## src/rtl/common_dffram_wrctrl_pkg.sv

```systemverilog
// rtl/common_dffram_wrctrl_pkg.sv - shared FSM encoding and grant constants for the DFF-RAM write controller
package common_dffram_wrctrl_pkg;

  typedef enum logic {
    ST_SWEEP = 1'b0,
    ST_RUN   = 1'b1
  } state_t;

  localparam logic GRANT_REQ0 = 1'b0;
  localparam logic GRANT_REQ1 = 1'b1;

  function automatic logic [1:0] grant_onehot(input logic idx);
    return idx ? 2'b10 : 2'b01;
  endfunction

endpackage

```

## src/rtl/common_dffram_wrctrl_if.sv

```systemverilog
// rtl/common_dffram_wrctrl_if.sv - two-requester write handshake bundle
interface common_dffram_wrctrl_if #(
  parameter int DW = 1,
  parameter int AW = 1
);

  logic          req0_valid;
  logic          req0_ready;
  logic [AW-1:0] req0_addr;
  logic [DW-1:0] req0_data;
  logic          req1_valid;
  logic          req1_ready;
  logic [AW-1:0] req1_addr;
  logic [DW-1:0] req1_data;

  modport master (
    output req0_valid, req0_addr, req0_data,
    output req1_valid, req1_addr, req1_data,
    input  req0_ready, req1_ready
  );

  modport slave (
    input  req0_valid, req0_addr, req0_data,
    input  req1_valid, req1_addr, req1_data,
    output req0_ready, req1_ready
  );

endinterface

```

## src/rtl/common_arbiter_rr2.sv

```systemverilog
// rtl/common_arbiter_rr2.sv - 2-way arbiter; round-robin with COMMON_DFFRAM_WRCTRL_RR_EN, else fixed priority
module common_arbiter_rr2
  import common_dffram_wrctrl_pkg::*;
(
`ifdef COMMON_DFFRAM_WRCTRL_RR_EN
  input  logic       clk,
  input  logic       reset,
  input  logic       accept,
`endif
  input  logic [1:0] valid,
  output logic [1:0] grant
);

`ifdef COMMON_DFFRAM_WRCTRL_RR_EN
  logic last;

  // Pointer moves only on a real handshake, so a stalled grant keeps its turn.
  always_ff @(posedge clk or negedge reset) begin
    if (!reset) begin
      last <= GRANT_REQ1;
    end else if (accept) begin
      last <= grant[1];
    end
  end

  always_comb begin
    grant = 2'b00;
    if (valid == 2'b11) begin
      grant = grant_onehot(~last);
    end else begin
      grant = valid;
    end
  end
`else
  always_comb begin
    grant = 2'b00;
    if (valid[0]) begin
      grant = grant_onehot(GRANT_REQ0);
    end else if (valid[1]) begin
      grant = grant_onehot(GRANT_REQ1);
    end
  end
`endif

endmodule

```

## src/rtl/common_dffram_wrctrl.sv

```systemverilog
// rtl/common_dffram_wrctrl.sv - DFF-RAM write-port controller: fill sweep plus 2-requester arbitration (COMMON_DFFRAM_WRCTRL_RR_EN)
module common_dffram_wrctrl
  import common_dffram_wrctrl_pkg::*;
#(
  parameter int                     RAM_DATA_WIDTH = 1,
  parameter int                     RAM_ADDR_WIDTH = 1,
  parameter logic [RAM_DATA_WIDTH-1:0] RAM_FILL_VALUE = '0
) (
  input  logic                      clk,
  input  logic                      reset,
  common_dffram_wrctrl_if.slave     req,
  input  logic                      clear_req,
  output logic                      init_done,
  output logic [RAM_ADDR_WIDTH-1:0] ram_addra,
  output logic                      ram_ena,
  output logic                      ram_wea,
  output logic [RAM_DATA_WIDTH-1:0] ram_dina
);

  state_t                    state;
  state_t                    state_nxt;
  logic [RAM_ADDR_WIDTH-1:0] cnt;
  logic [RAM_ADDR_WIDTH-1:0] cnt_nxt;
  logic [1:0]                valid;
  logic [1:0]                grant;
  logic [1:0]                ready;
  logic                      accept;
  logic                      wr_q;

  assign valid  = {req.req1_valid, req.req0_valid};
  assign accept = |ready;

  common_arbiter_rr2 u_arb (
`ifdef COMMON_DFFRAM_WRCTRL_RR_EN
    .clk    (clk),
    .reset  (reset),
    .accept (accept),
`endif
    .valid  (valid),
    .grant  (grant)
  );

  always_ff @(posedge clk or negedge reset) begin
    if (!reset) begin
      state <= ST_SWEEP;
      cnt   <= '0;
    end else begin
      state <= state_nxt;
      cnt   <= cnt_nxt;
    end
  end

  // Counter wraps naturally from all-ones to zero as the sweep ends.
  always_comb begin
    state_nxt = state;
    cnt_nxt   = cnt;
    ready     = 2'b00;
    case (state)
      ST_SWEEP: begin
        cnt_nxt = cnt + 1'b1;
        if (&cnt) begin
          state_nxt = ST_RUN;
        end
      end
      ST_RUN: begin
        if (clear_req) begin
          state_nxt = ST_SWEEP;
          cnt_nxt   = '0;
        end else begin
          ready = grant & valid;
        end
      end
      default: begin
        state_nxt = ST_SWEEP;
        cnt_nxt   = '0;
      end
    endcase
  end

  assign req.req0_ready = ready[0];
  assign req.req1_ready = ready[1];
  assign init_done      = (state == ST_RUN);

  always_ff @(posedge clk or negedge reset) begin
    if (!reset) begin
      wr_q      <= 1'b0;
      ram_addra <= '0;
      ram_dina  <= '0;
    end else if (state == ST_SWEEP) begin
      wr_q      <= 1'b1;
      ram_addra <= cnt;
      ram_dina  <= RAM_FILL_VALUE;
    end else if (accept) begin
      wr_q      <= 1'b1;
      ram_addra <= ready[1] ? req.req1_addr : req.req0_addr;
      ram_dina  <= ready[1] ? req.req1_data : req.req0_data;
    end else begin
      wr_q      <= 1'b0;
    end
  end

  assign ram_ena = wr_q;
  assign ram_wea = wr_q;

endmodule
```

## src/flat_wrapper.sv

```systemverilog
// flat-port wrapper written by rule: the top's interface ports become plain ports
module common_dffram_wrctrl_flat import common_dffram_wrctrl_pkg::*;
#(
  parameter int                     RAM_DATA_WIDTH = 1,
  parameter int                     RAM_ADDR_WIDTH = 1,
  parameter logic [RAM_DATA_WIDTH-1:0] RAM_FILL_VALUE = '0
)
  (clk, reset, clear_req, init_done, ram_addra, ram_ena, ram_wea, ram_dina, req_req0_valid, req_req0_addr, req_req0_data, req_req1_valid, req_req1_addr, req_req1_data, req_req0_ready, req_req1_ready);
  common_dffram_wrctrl_if req_i ();
  input  logic clk;
  input  logic reset;
  input  logic clear_req;
  output logic init_done;
  output logic [RAM_ADDR_WIDTH-1:0] ram_addra;
  output logic ram_ena;
  output logic ram_wea;
  output logic [RAM_DATA_WIDTH-1:0] ram_dina;
  input wire logic [$bits(req_i.req0_valid)-1:0] req_req0_valid;
  input wire logic [$bits(req_i.req0_addr)-1:0] req_req0_addr;
  input wire logic [$bits(req_i.req0_data)-1:0] req_req0_data;
  input wire logic [$bits(req_i.req1_valid)-1:0] req_req1_valid;
  input wire logic [$bits(req_i.req1_addr)-1:0] req_req1_addr;
  input wire logic [$bits(req_i.req1_data)-1:0] req_req1_data;
  output wire logic [$bits(req_i.req0_ready)-1:0] req_req0_ready;
  output wire logic [$bits(req_i.req1_ready)-1:0] req_req1_ready;
  assign req_i.req0_valid = req_req0_valid;
  assign req_i.req0_addr = req_req0_addr;
  assign req_i.req0_data = req_req0_data;
  assign req_i.req1_valid = req_req1_valid;
  assign req_i.req1_addr = req_req1_addr;
  assign req_i.req1_data = req_req1_data;
  assign req_req0_ready = req_i.req0_ready;
  assign req_req1_ready = req_i.req1_ready;
  common_dffram_wrctrl #(.RAM_DATA_WIDTH(RAM_DATA_WIDTH), .RAM_ADDR_WIDTH(RAM_ADDR_WIDTH), .RAM_FILL_VALUE(RAM_FILL_VALUE)) u_core (.clk(clk), .reset(reset), .req(req_i), .clear_req(clear_req), .init_done(init_done), .ram_addra(ram_addra), .ram_ena(ram_ena), .ram_wea(ram_wea), .ram_dina(ram_dina));
endmodule
```

## config.mk

```make
export PLATFORM = sky130hd
export DESIGN_NAME = common_dffram_wrctrl_flat
export DESIGN_NICKNAME = d
export VERILOG_FILES = /design/src/rtl/common_dffram_wrctrl_pkg.sv /design/src/rtl/common_dffram_wrctrl_if.sv /design/src/rtl/common_arbiter_rr2.sv /design/src/rtl/common_dffram_wrctrl.sv /design/src/flat_wrapper.sv
export SDC_FILE = /design/constraint.sdc
export NUM_CORES = 1
export LEC_CHECK = 0
export BUFFER_PORTS_ARGS = -buffer_cell sky130_fd_sc_hd__buf_2
export CELL_PAD_IN_SITES_DETAIL_PLACEMENT = 1
export CELL_PAD_IN_SITES_GLOBAL_PLACEMENT = 1
export CORE_AREA = 2 2 39 41
export DETAILED_ROUTE_END_ITERATION = 8
export DIE_AREA = 0 0 41 43
export PLACE_DENSITY_LB_ADDON = 0.15
export SLEW_MARGIN = 20
export SYNTH_ARGS = -nofsm -noshare
export SYNTH_HDL_FRONTEND = slang
export SYNTH_SLANG_ARGS = --single-unit
export TNS_END_PERCENT = 50
```

## constraint.sdc

```tcl
create_clock -name clk -period 3.3 [get_ports clk]
set_clock_uncertainty 0.15 [all_clocks]
set_input_delay 0.66 -clock clk [delete_from_list [all_inputs] [get_ports clk]]
set_output_delay 0.66 -clock clk [all_outputs]
set_load 0.005 [all_outputs]
```

==> results of run 1 <==
==> worst register-to-register path, delay by kind of cell (launching register included) <==
kind             cells  cell delay (ps)
DFF                  1              530
and+or+nand+nor      1              290
muxes                2              330
==> placed cells by master (no fill, tap or decap), drive strengths merged <==
cell,instances
nand2,2
mux2,1
clkbuf,4
a31o,1
inv,3
nor2,1
nand3b,1
buf,15
o21bai,1
and3b,1
dfrtp,5
and4bb,1
o21ai,1
a31oi,1
nor3b,1
mux2i,3
==> metal layers <==
layer | GRT usage, % | wire length [um]
met3 | 2.618 | 85
met1 | 8.852 | 214
met4 | 16.00 | 53
met5 | 0 | 0
met2 | 11.56 | 285
==> report_power, final <==
part	leakage (nW)	switching [mW]	total (mW)	internal, mW
logic	0.124	0.0385	0.0974	0.0589
registers	0.0593	0.0319	0.123	0.0906
clock network	0.0150	0.0241	0.0697	0.0456
==> registers in the layout, indices dropped and copies added (netlist names) <==
signal / count
u_core.ram_addra: 1
u_core.init_done: 1
u_core.cnt: 1
u_core.ram_ena: 1
u_core.ram_dina: 1
==> cells in the mapped netlist <==
cell type and instances:
sky130_fd_sc_hd__and4bb_4 1, sky130_fd_sc_hd__o21bai_1 1, sky130_fd_sc_hd__o21ai_0 1, sky130_fd_sc_hd__mux2i_1 3, sky130_fd_sc_hd__nand3b_1 1, sky130_fd_sc_hd__a31oi_1 1, sky130_fd_sc_hd__buf_6 1, sky130_fd_sc_hd__and3b_2 1
sky130_fd_sc_hd__mux2_4 1, sky130_fd_sc_hd__dfrtp_1 5, sky130_fd_sc_hd__nor3b_1 1, sky130_fd_sc_hd__nor2_1 1, sky130_fd_sc_hd__a31o_2 1, sky130_fd_sc_hd__inv_1 3, sky130_fd_sc_hd__nand2_1 2, sky130_fd_sc_hd__buf_4 1
==> cells by family after synthesis <==
| family | Yosys count |
|---|---|
| muxes | 4 |
| DFF | 5 |
| buffers and inverters | 5 |
| AOI/OAI and AO/OA | 4 |
| and+or+nand+nor | 7 |
==> through the flow <==
step,area (sq um),hold WS (ps),util (%),worst slack [ps],cells
floorplan,280.3,214.4,-,1510,25
CTS,382.9,66.37,27.67,1262,58
detailed placement,356.6,327.2,25.77,1265,54
global placement,356.6,328.3,25.77,1277,54
finish,382.9,70.10,27.67,1270,58
global route,382.9,63.30,27.67,1234,58
==> worst paths after layout <==
check | start | end | slack [ps] | depth (start not counted)
min in group clk | u_core.ram_dina | u_core.ram_dina | 370 | 1
max | req_req0_valid | req_req1_ready | 1270 | 3
max reg2reg | u_core.init_done | u_core.ram_dina | 1890 | 3
min | reset | u_core.ram_addra | 70 | 1
max in group asynchronous | reset | u_core.init_done | 2810 | 1
min reg2reg | u_core.ram_dina | u_core.ram_dina | 370 | 1
==> layout make-up <==
| type | count | area (sq um) |
|---|---|---|
| Sequential cell | 5 | 125.1 |
| Fill cell | 172 | 1001 |
| Tap cell | 16 | 20.02 |
| Inverter | 3 | 11.26 |
| Multi-Input combinational cell | 15 | 125.1 |
| Clock buffer | 4 | 26.28 |
| Timing Repair Buffer | 15 | 75.07 |
==> impl_metrics.sql, run 1 <==
INSERT INTO impl_metrics (metric_group, metric, value, unit) VALUES
('run_status', 'run_status', 'finished, final reports clean', ''),
('clock_network', 'clock_latency', '240', 'ps'),
('job', 'maxcap_violations', '0', ''),
('routing', 'drt-vias-per-instance', '4.362', ''),
('min_path', 'hold_class', 'in -> async', ''),
('critical_path', 'cp_cell_sequence', 'buf_2, and4bb_4, buf_2', ''),
('layout', 'flow.area_growth_from_synthesis', '36.61', '%'),
('placement', 'finalWeightedCongestion', '0.6497', ''),
('power', 'power-per-cell-area', '756.5', 'nW/um^2'),
('routing', 'via_count', '253', ''),
('clock_network', 'clock_path_buffers', '2', ''),
('clock_network', 'cts_buffers', '3', ''),
('grt', 'first_global_vias', '239', ''),
('critical_path', 'worstSetupEndpointType', 'primary output', ''),
('die', 'die_width', '41', 'um'),
('die', 'ios', '16', ''),
('sta', 'fmax', '492.5', 'MHz'),
('critical_path', 'biggest_fanout_along_the_worst_timing_path', '4', ''),
('sta', 'slew_of_the_pin_with_the_lowest_slew_margin', '333.8', 'ps'),
('clock_network', 'post_cts.resized_instances', '0', ''),
('clock_network', 'holdBufCountCts', '0', ''),
('yosys', 'xor_xnor_share_of_the_synthesized_area', '0', '%'),
('die', 'fp.dieH', '43', 'um'),
('clock_network', 'cts-htree-levels', '1', ''),
('clock_network', 'clkSinkCount', '5', ''),
('clock_network', 'postCtsSetupRepairBufs', '0', ''),
('grt', 'grt_overflow', '0', ''),
('yosys', 'netlist-cell-type-count', '16', ''),
('grt', 'global_route_wire_length_before_repair', '959', 'um'),
('grt', 'pin_count_of_the_biggest_net_entering_global_routing', '12', ''),
('yosys', 'post_synth_instance_area', '280.3', 'sq um'),
('yosys', 'postSynthCellCount', '25', ''),
('power', 'finalPower', '289.6', 'uW'),
('sta', 'rsz_0062_raised_after_global_routing', 'false', ''),
('yosys', 'synth_seq_cells', '5', ''),
('layout', 'layout-drive-gt1-share', '52.38', '%'),
('sta', 'period_needed', '2030', 'ps'),
('routing', 'detailedRoute.firstPassIterationCount', '1', ''),
('critical_path', 'cp_num_buf_inv', '2', ''),
('critical_path', 'cp.arrival', '1220', 'ps'),
('yosys', 'dominant_combinational_cell_family_by_area_after_synthesis', 'simple AND/OR/NAND/NOR gates', ''),
('sta', 'setup-tns-final', '0', 'ps'),
('yosys', 'post_synth_main_area_contributors', 'sky130_fd_sc_hd__dfrtp_1 (45%), sky130_fd_sc_hd__mux2i_1 (11%), sky130_fd_sc_hd__and4bb_4 (5.8%)', ''),
('critical_path', 'worst_path_cell_with_the_longest_stage_delay', 'sky130_fd_sc_hd__and4bb_4', ''),
('die', 'floorplan.die_area', '1763', 'sq um'),
('yosys', 'adder_and_majority_gate_portion_of_the_synthesized_area', '0', '%'),
('layout', 'final_net_count', '52', ''),
('die', 'start_util', '20.25', '%'),
('clock_network', 'cts_root_buffer', 'sky130_fd_sc_hd__clkbuf_4', ''),
('critical_path', 'critical_path.top_delay_family', 'simple AND/OR/NAND/NOR gates', ''),
('sta', 'relSlewSlack', '77.75', '%'),
('yosys', 'synth_top_cell_by_area', 'sky130_fd_sc_hd__dfrtp_1', ''),
('routing', 'routed_wl', '639', 'um'),
('yosys', 'share_of_the_synthesized_area_in_the_top_cell_type', '44.64', '%'),
('yosys', 'post_synth_and_or_nand_nor_area_fraction', '18.75', '%'),
('sta', 'setup_viol', '0', ''),
('grt', 'groute.usage.overall', '9.394', '%'),
('routing', 'drt.antenna.violating_nets', '0', ''),
('critical_path', 'timing.critical_path.from_type', 'input pin', ''),
('routing', 'detail_route.drc_violations', '0', ''),
('critical_path', 'max_stage_delay', '330', 'ps'),
('power', 'power.static_leakage', '0.1985', 'nW'),
('critical_path', 'critPathRequiredTime', '2490', 'ps'),
('yosys', 'synthMuxAreaShare', '16.07', '%'),
('die', 'core', '1384', 'sq um'),
('routing', 'drt-initial-drc-count', '0', ''),
('yosys', 'seq_area_frac_synth', '44.64', '%'),
('yosys', 'synthesis.nets', '34', ''),
('critical_path', 'path_common_cell', 'sky130_fd_sc_hd__buf_2', ''),
('grt', 'antenna_found_initial', '0', ''),
('sta', 'final-hold-violation-count', '0', '');
(Power assumes the default switching activity.)
==> inputs of run 2 (changes only) <==
- ABC_AREA: unset -> 1
- clock period: 3.3 -> 1.7 ns (I/O delays scaled with it)
==> run 2 against run 1 <==
Synthesized cell count grew 60%; critical path depth did not move; non-clock buffer count is 1 higher; flip-flop and latch count did not move; critical endpoint unchanged; power is 110% higher; routed wire length grew 7.2%; largest power group is now combinational logic; combinational power increased by 140%; sequential share of layout area decreased by 2.4 points.
==> impl_metrics.sql, run 2 <==
INSERT INTO impl_metrics (metric_group, metric, value, unit) VALUES
('run_status', 'run_status', 'finished, final reports clean', ''),
('layout', 'mostFrequentLayoutCells', 'sky130_fd_sc_hd__buf_2 (15), sky130_fd_sc_hd__nand2_1 (11), sky130_fd_sc_hd__inv_1 (5)', ''),
('clock_network', 'cts-htree-levels', '1', ''),
('critical_path', 'worstSetupEndpointType', 'primary output', ''),
('yosys', 'postSynthCellCount', '40', ''),
('sta', 'period_needed', '1558', 'ps'),
('placement', 'dp_hpwl', '564.2', 'um'),
('critical_path', 'timing.critical_path.from_type', 'flip-flop', ''),
('die', 'fp-row-count', '14', ''),
('job', 'maxcap_violations', '0', ''),
('layout', 'insertedDiodeCount', '0', ''),
('sta', 'slew_of_the_pin_with_the_lowest_slew_margin', '169.4', 'ps'),
('power', 'power.combinational.fraction', '39.2', '%'),
('die', 'fp.dieH', '43', 'um'),
('clock_network', 'clock_latency', '240', 'ps'),
('power', 'p_sw', '226.9', 'uW'),
('grt', 'antenna_found_initial', '0', ''),
('critical_path', 'critPathRequiredTime', '1210', 'ps'),
('clock_network', 'tritoncts_clock_tree', 'done', ''),
('die', 'core', '1384', 'sq um'),
('routing', 'drt.antenna.violating_nets', '0', ''),
('die', 'start_util', '21.16', '%'),
('clock_network', 'clkSinkCount', '5', ''),
('grt', 'groute.usage.overall', '11.07', '%'),
('placement', 'placedCellCount', '70', ''),
('die', 'die_width', '41', 'um'),
('sta', 'setup-tns-final', '0', 'ps'),
('routing', 'detailedRoute.firstPassIterationCount', '2', ''),
('placement', 'finalWeightedCongestion', '0.6881', ''),
('yosys', 'post_synth_instance_area', '292.8', 'sq um'),
('yosys', 'post_synth.cell_area_avg', '7.320', 'sq um'),
('yosys', 'synth_enable_flop_cells', '0', ''),
('layout', 'flow.area_growth_from_synthesis', '42.74', '%'),
('sta', 'finalCritPeriodShare', '91.63', '%'),
('clock_network', 'clock_path_buffers', '2', ''),
('power', 'p_sw_share', '37.82', '%'),
('sta', 'slew_violations', '0', ''),
('power', 'power_report.internal_total', '373.2', 'uW'),
('routing', 'drt-wirelength-per-cell', '9.133', 'um'),
('grt', 'global_route_wire_length_before_repair', '1.269', 'mm'),
('yosys', 'synthesis.nets', '49', ''),
('sta', 'fmax', '642.0', 'MHz'),
('yosys', 'synth_seq_cells', '5', ''),
('power', 'power.clock.fraction', '22.9', '%'),
('yosys', 'netlist-cell-type-count', '15', ''),
('routing', 'detail_route.drc_violations', '0', ''),
('placement', 'io_buffer_count', '15', ''),
('layout', 'final_net_count', '69', ''),
('routing', 'drt-initial-drc-count', '1', ''),
('yosys', 'share_of_the_synthesized_area_in_the_top_cell_type', '42.74', '%'),
('yosys', 'yosysWarningCount', '0', ''),
('grt', 'grt_overflow', '0', ''),
('yosys', 'synthFlopType', 'sky130_fd_sc_hd__dfrtp_1', ''),
('yosys', 'postSynth.asyncResetShare', '100.0', '%'),
('clock_network', 'cts_root_buffer', 'sky130_fd_sc_hd__clkbuf_4', ''),
('power', 'worst_ir_drop_vdd', '234.7', 'uV'),
('clock_network', 'cts_buffers', '3', ''),
('power', 'power-per-cell-area', '1436', 'nW/um^2'),
('sta', 'relSlewSlack', '88.70', '%'),
('yosys', 'seq_area_frac_synth', '42.74', '%'),
('sta', 'final-hold-violation-count', '0', ''),
('yosys', 'ys_top_cells_by_count', 'sky130_fd_sc_hd__nand2_1 (11), sky130_fd_sc_hd__dfrtp_1 (5), sky130_fd_sc_hd__inv_1 (5)', ''),
('critical_path', 'cp.arrival', '1070', 'ps'),
('die', 'ios', '16', ''),
('sta', 'rsz_0062_raised_after_global_routing', 'false', ''),
('grt', 'pin_count_of_the_biggest_net_entering_global_routing', '9', ''),
('yosys', 'post_synth_main_area_contributors', 'sky130_fd_sc_hd__dfrtp_1 (43%), sky130_fd_sc_hd__nand2_1 (14%), sky130_fd_sc_hd__inv_1 (6.4%)', ''),
('routing', 'routed_wl', '685', 'um'),
('layout', 'stdcell_area', '417.9', 'sq um'),
('power', 'seq_power_share', '37.8', '%'),
('yosys', 'synth_top_cell_by_area', 'sky130_fd_sc_hd__dfrtp_1', ''),
('layout', 'layout_commonest_cell', 'sky130_fd_sc_hd__buf_2', ''),
('critical_path', 'worstSetupPathType', 'reg -> out', ''),
('grt', 'first_global_vias', '306', ''),
('routing', 'drt-vias-per-instance', '3.933', ''),
('layout', 'nFillCells', '186', ''),
('power', 'power.static_leakage', '0.2345', 'nW'),
('layout', 'final_cell_count_without_fillers', '75', ''),
('min_path', 'hold_class', 'in -> reg', ''),
('sta', 'setup_viol', '0', ''),
('critical_path', 'biggest_fanout_along_the_worst_timing_path', '8', ''),
('layout', 'layout-drive-gt1-share', '47.46', '%'),
('yosys', 'synthMostInstantiatedCell', 'sky130_fd_sc_hd__nand2_1', ''),
('clock_network', 'cts.reportedPaths.clkPinSlew', '40', 'ps'),
('placement', 'detailed_place.area', '380.4', 'sq um'),
('die', 'floorplan.die_area', '1763', 'sq um'),
('routing', 'via_count', '295', '');
run 2: cells by family after synthesis:
| logic type | after synthesis | synth area share, % |
|---|---|---|
| compound gates | 3 | 6.408 |
| buf+inv | 9 | 13.25 |
| flops | 5 | 42.74 |
| simple gates | 23 | 37.60 |
run 2: cell type report:
type,count,area (sq um),area share [%]
well taps,16,20.02,4.790
multi-input cells,26,128.9,30.84
flip-flops and latches,5,126.4,30.24
inverters,8,31.28,7.485
clock buffers,4,26.28,6.287
repair buffers,16,85.08,20.36
run 2: power groups by stage:
stage / registers (mW) / logic, mW / clock network (mW)
after floorplan: 0.224 / 0.153 / 0
after global placement: 0.222 / 0.240 / 0
after detailed placement: 0.227 / 0.240 / 0
after CTS: 0.225 / 0.243 / 0.146
after global routing: 0.240 / 0.280 / 0.156
final: 0.227 / 0.236 / 0.138
run 2: timing repair:
item / 4_1_cts / 5_1_grt
setup buffers: 0 / 0
hold buffers: 1 / 0
hold endpoints to repair: 5 / 0
endpoints found under the setup margin: 0 / 2
resized for setup: 0 / 1
run 2: path summary, 6_finish.rpt:
kind / from / endpoint / slack [ps] / cells after the start
max: u_core.init_done / req_req1_ready / 140 / 3
min: req_req1_data / u_core.ram_dina / 270 / 5
max reg2reg: u_core.init_done / u_core.ram_addra / 400 / 6
min reg2reg: u_core.ram_dina / u_core.ram_dina / 330 / 2
max in group asynchronous: reset / u_core.init_done / 960 / 2
min in group asynchronous: reset / u_core.ram_addra / 290 / 2
run 2: metal layers:
layer	vias up	global-route usage, %	wire (um)
li1	156	-	-
met4	0	12.00	17
met3	2	0	50
met1	122	14.24	316
met5	-	0	0
met2	15	15.00	300
run 2: worst max-delay path: stages, from the launching register on:
cell,delay [ps]
sky130_fd_sc_hd__dfrtp_2,440
sky130_fd_sc_hd__nand2_2,110
sky130_fd_sc_hd__nor2_4,140
sky130_fd_sc_hd__buf_2,130
run 2: metrics by stage:
step	total power [mW]	worst slack, ps	hold WS, ps	utilization, %
detailed placement	0.4667	304.9	13.54	27.49
CTS	0.6137	35.92	273.7	30.11
global route	0.6760	36.99	310.0	30.20
global placement	0.4623	311.1	10.98	27.49
floorplan	0.3774	468.0	-105.6	-
finish	0.6001	142.4	271.2	30.20
==> inputs of run 3 (changes only) <==
- BUFFER_PORTS_ARGS: -buffer_cell sky130_fd_sc_hd__buf_2 -> unset
- CELL_PAD_IN_SITES_DETAIL_PLACEMENT: 1 -> 0
- DONT_BUFFER_PORTS: unset -> 1
==> run 3 against run 2 <==
Via count is 16% lower; sequential power increased by 5%; design area shrank 18%; die area did not move; clock power about the same; first-iteration DRC count shrank 100%; critical endpoint is now req_req0_ready; highest routed layer unchanged.
==> impl_metrics.sql, run 3 (synthesis gave the netlist of run 2 again) <==
INSERT INTO impl_metrics (metric_group, metric, value, unit) VALUES
('run_status', 'run_status', 'finished, final reports clean', ''),
('die', 'core', '1384', 'sq um'),
('grt', 'antenna_found_initial', '0', ''),
('critical_path', 'cp_num_buf_inv', '2', ''),
('layout', 'flow.area_growth_from_synthesis', '16.67', '%'),
('placement', 'io_buffer_count', '0', ''),
('routing', 'detail_route.drc_violations', '0', ''),
('sta', 'slew_of_the_pin_with_the_lowest_slew_margin', '315.7', 'ps'),
('sta', 'setup_viol', '0', ''),
('power', 'power-per-cell-area', '1570', 'nW/um^2'),
('clock_network', 'clock_latency', '240', 'ps'),
('clock_network', 'cts_root_buffer', 'sky130_fd_sc_hd__clkbuf_4', ''),
('critical_path', 'worst_path_cell_with_the_longest_stage_delay', 'sky130_fd_sc_hd__dfrtp_1', ''),
('clock_network', 'clock_path_buffers', '2', ''),
('routing', 'routed_wl', '593', 'um'),
('clock_network', 'tritoncts_clock_tree', 'done', ''),
('die', 'floorplan.die_area', '1763', 'sq um'),
('power', 'power.static_leakage', '0.1738', 'nW'),
('power', 'p_sw', '208.7', 'uW'),
('die', 'die_width', '41', 'um'),
('job', 'maxcap_violations', '0', ''),
('critical_path', 'biggest_fanout_along_the_worst_timing_path', '8', ''),
('die', 'fp-row-count', '14', ''),
('power', 'power_report.internal_total', '327.5', 'uW'),
('layout', 'layout-drive-gt1-share', '27.27', '%'),
('critical_path', 'worstSetupPathType', 'reg -> out', ''),
('layout', 'layout_commonest_cell', 'sky130_fd_sc_hd__nand2_1', ''),
('critical_path', 'critical_path.top_delay_family', 'flip-flops', ''),
('critical_path', 'critPathRequiredTime', '1210', 'ps'),
('layout', 'post-route-util', '24.68', '%'),
('power', 'power.clock.fraction', '25.5', '%'),
('clock_network', 'cts-htree-levels', '1', ''),
('placement', 'placedCellCount', '55', ''),
('placement', 'dp_hpwl', '481.8', 'um'),
('routing', 'drt-wirelength-per-cell', '9.883', 'um'),
('critical_path', 'worstSetupEndpointType', 'primary output', ''),
('sta', 'setup-tns-final', '0', 'ps'),
('min_path', 'hold_class', 'in -> reg', ''),
('clock_network', 'clkSinkCount', '5', ''),
('routing', 'detailedRoute.firstPassIterationCount', '1', ''),
('placement', 'finalWeightedCongestion', '0.6078', ''),
('power', 'power.combinational.fraction', '29.8', '%'),
('grt', 'pin_count_of_the_biggest_net_entering_global_routing', '9', ''),
('clock_network', 'cts_buffers', '3', ''),
('grt', 'grt_overflow', '0', ''),
('sta', 'slew_violations', '0', ''),
('clock_network', 'postCtsSetupRepairBufs', '0', ''),
('sta', 'rsz_0062_raised_after_global_routing', 'false', ''),
('layout', 'final_cell_count_without_fillers', '60', ''),
('layout', 'final_net_count', '54', ''),
('sta', 'fmax', '632.5', 'MHz'),
('clock_network', 'cts.reportedPaths.clkPinSlew', '40', 'ps'),
('sta', 'final-hold-violation-count', '0', ''),
('layout', 'insertedDiodeCount', '0', ''),
('routing', 'drt.antenna.violating_nets', '0', ''),
('layout', 'nFillCells', '164', ''),
('sta', 'relSlewSlack', '78.95', '%'),
('routing', 'drt-initial-drc-count', '0', ''),
('die', 'ios', '16', ''),
('layout', 'mostFrequentLayoutCells', 'sky130_fd_sc_hd__nand2_1 (11), sky130_fd_sc_hd__inv_1 (5), sky130_fd_sc_hd__dfrtp_1 (5)', ''),
('power', 'p_sw_share', '38.92', '%'),
('critical_path', 'max_stage_delay', '520', 'ps'),
('grt', 'groute.usage.overall', '9.146', '%'),
('critical_path', 'cp.arrival', '1090', 'ps'),
('critical_path', 'cp_cell_sequence', 'inv_2, nor2_2, nand2_1, inv_1', ''),
('critical_path', 'timing.critical_path.from_type', 'flip-flop', ''),
('die', 'fp.dieH', '43', 'um'),
('grt', 'global_route_wire_length_before_repair', '986', 'um'),
('grt', 'first_global_vias', '247', ''),
('sta', 'finalCritPeriodShare', '93.00', '%'),
('routing', 'via_count', '248', ''),
('routing', 'drt-vias-per-instance', '4.133', ''),
('power', 'worst_ir_drop_vdd', '378.6', 'uV'),
('power', 'seq_power_share', '44.7', '%'),
('die', 'start_util', '21.16', '%'),
('sta', 'period_needed', '1581', 'ps');
run 3: layout make-up:
class                      count  area (sq um)  area share [%]
clock buffer                   4         26.28           7.692
inverter                       8         31.28           9.157
multi-input combinational     26         128.9           37.73
sequential                     5         125.1           36.63
tap                           16         20.02           5.861
timing repair buffer           1         10.01           2.930
run 3: worst register-to-register path, delay by kind of cell (launching register included):
kind / cells / cell delay [ps]
buffers and inverters: 1 / 90
and+or+nand+nor: 4 / 490
DFF: 1 / 480
AOI/OAI and AO/OA: 1 / 40
run 3: worst paths after layout:
check,from,end,slack [ps],cells after the start
setup / recovery,u_core.init_done,req_req0_ready,120,4
max in group asynchronous,reset,u_core.ram_dina,970,1
hold reg to reg,u_core.ram_dina,u_core.ram_dina,360,2
setup reg to reg,u_core.init_done,u_core.ram_addra,330,6
hold / removal,clear_req,u_core.cnt,180,3
min in group asynchronous,reset,u_core.ram_addra,240,1
run 3: what timing repair did:
action | 4_1_cts | 5_1_grt
hold endpoints to repair | 5 | 0
resized for setup | 0 | 0
hold buffers | 1 | 0
run 3: per-layer routing:
metal / vias up / track usage (%) / routed length (um)
met3: 2 / 0.5236 / 67
met5: - / 0 / 0
met4: 0 / 14.00 / 19
met2: 15 / 12.19 / 275
li1: 124 / - / -
met1: 107 / 9.677 / 231
run 3: metrics by stage:
stage               setup WS (ps)  total power [mW]  hold WS, ps  area [sq um]
finish                      119.1            0.5362        176.4         341.6
global route                23.15            0.5891        197.4         341.6
CTS                         88.83            0.5530        174.1         341.6
detailed placement          322.6            0.4041       -105.4         305.3
global placement            329.2            0.4013       -105.5         305.3
floorplan                   468.0            0.3774       -105.6         292.8
run 3: power groups by stage:
stage | clock network, mW | registers (mW) | logic, mW
3_5_place_dp | 0 | 0.245 | 0.159
5_1_grt | 0.147 | 0.253 | 0.189
6_report | 0.137 | 0.239 | 0.160
3_3_place_gp | 0 | 0.243 | 0.158
2_1_floorplan | 0 | 0.224 | 0.153
4_1_cts | 0.144 | 0.244 | 0.165
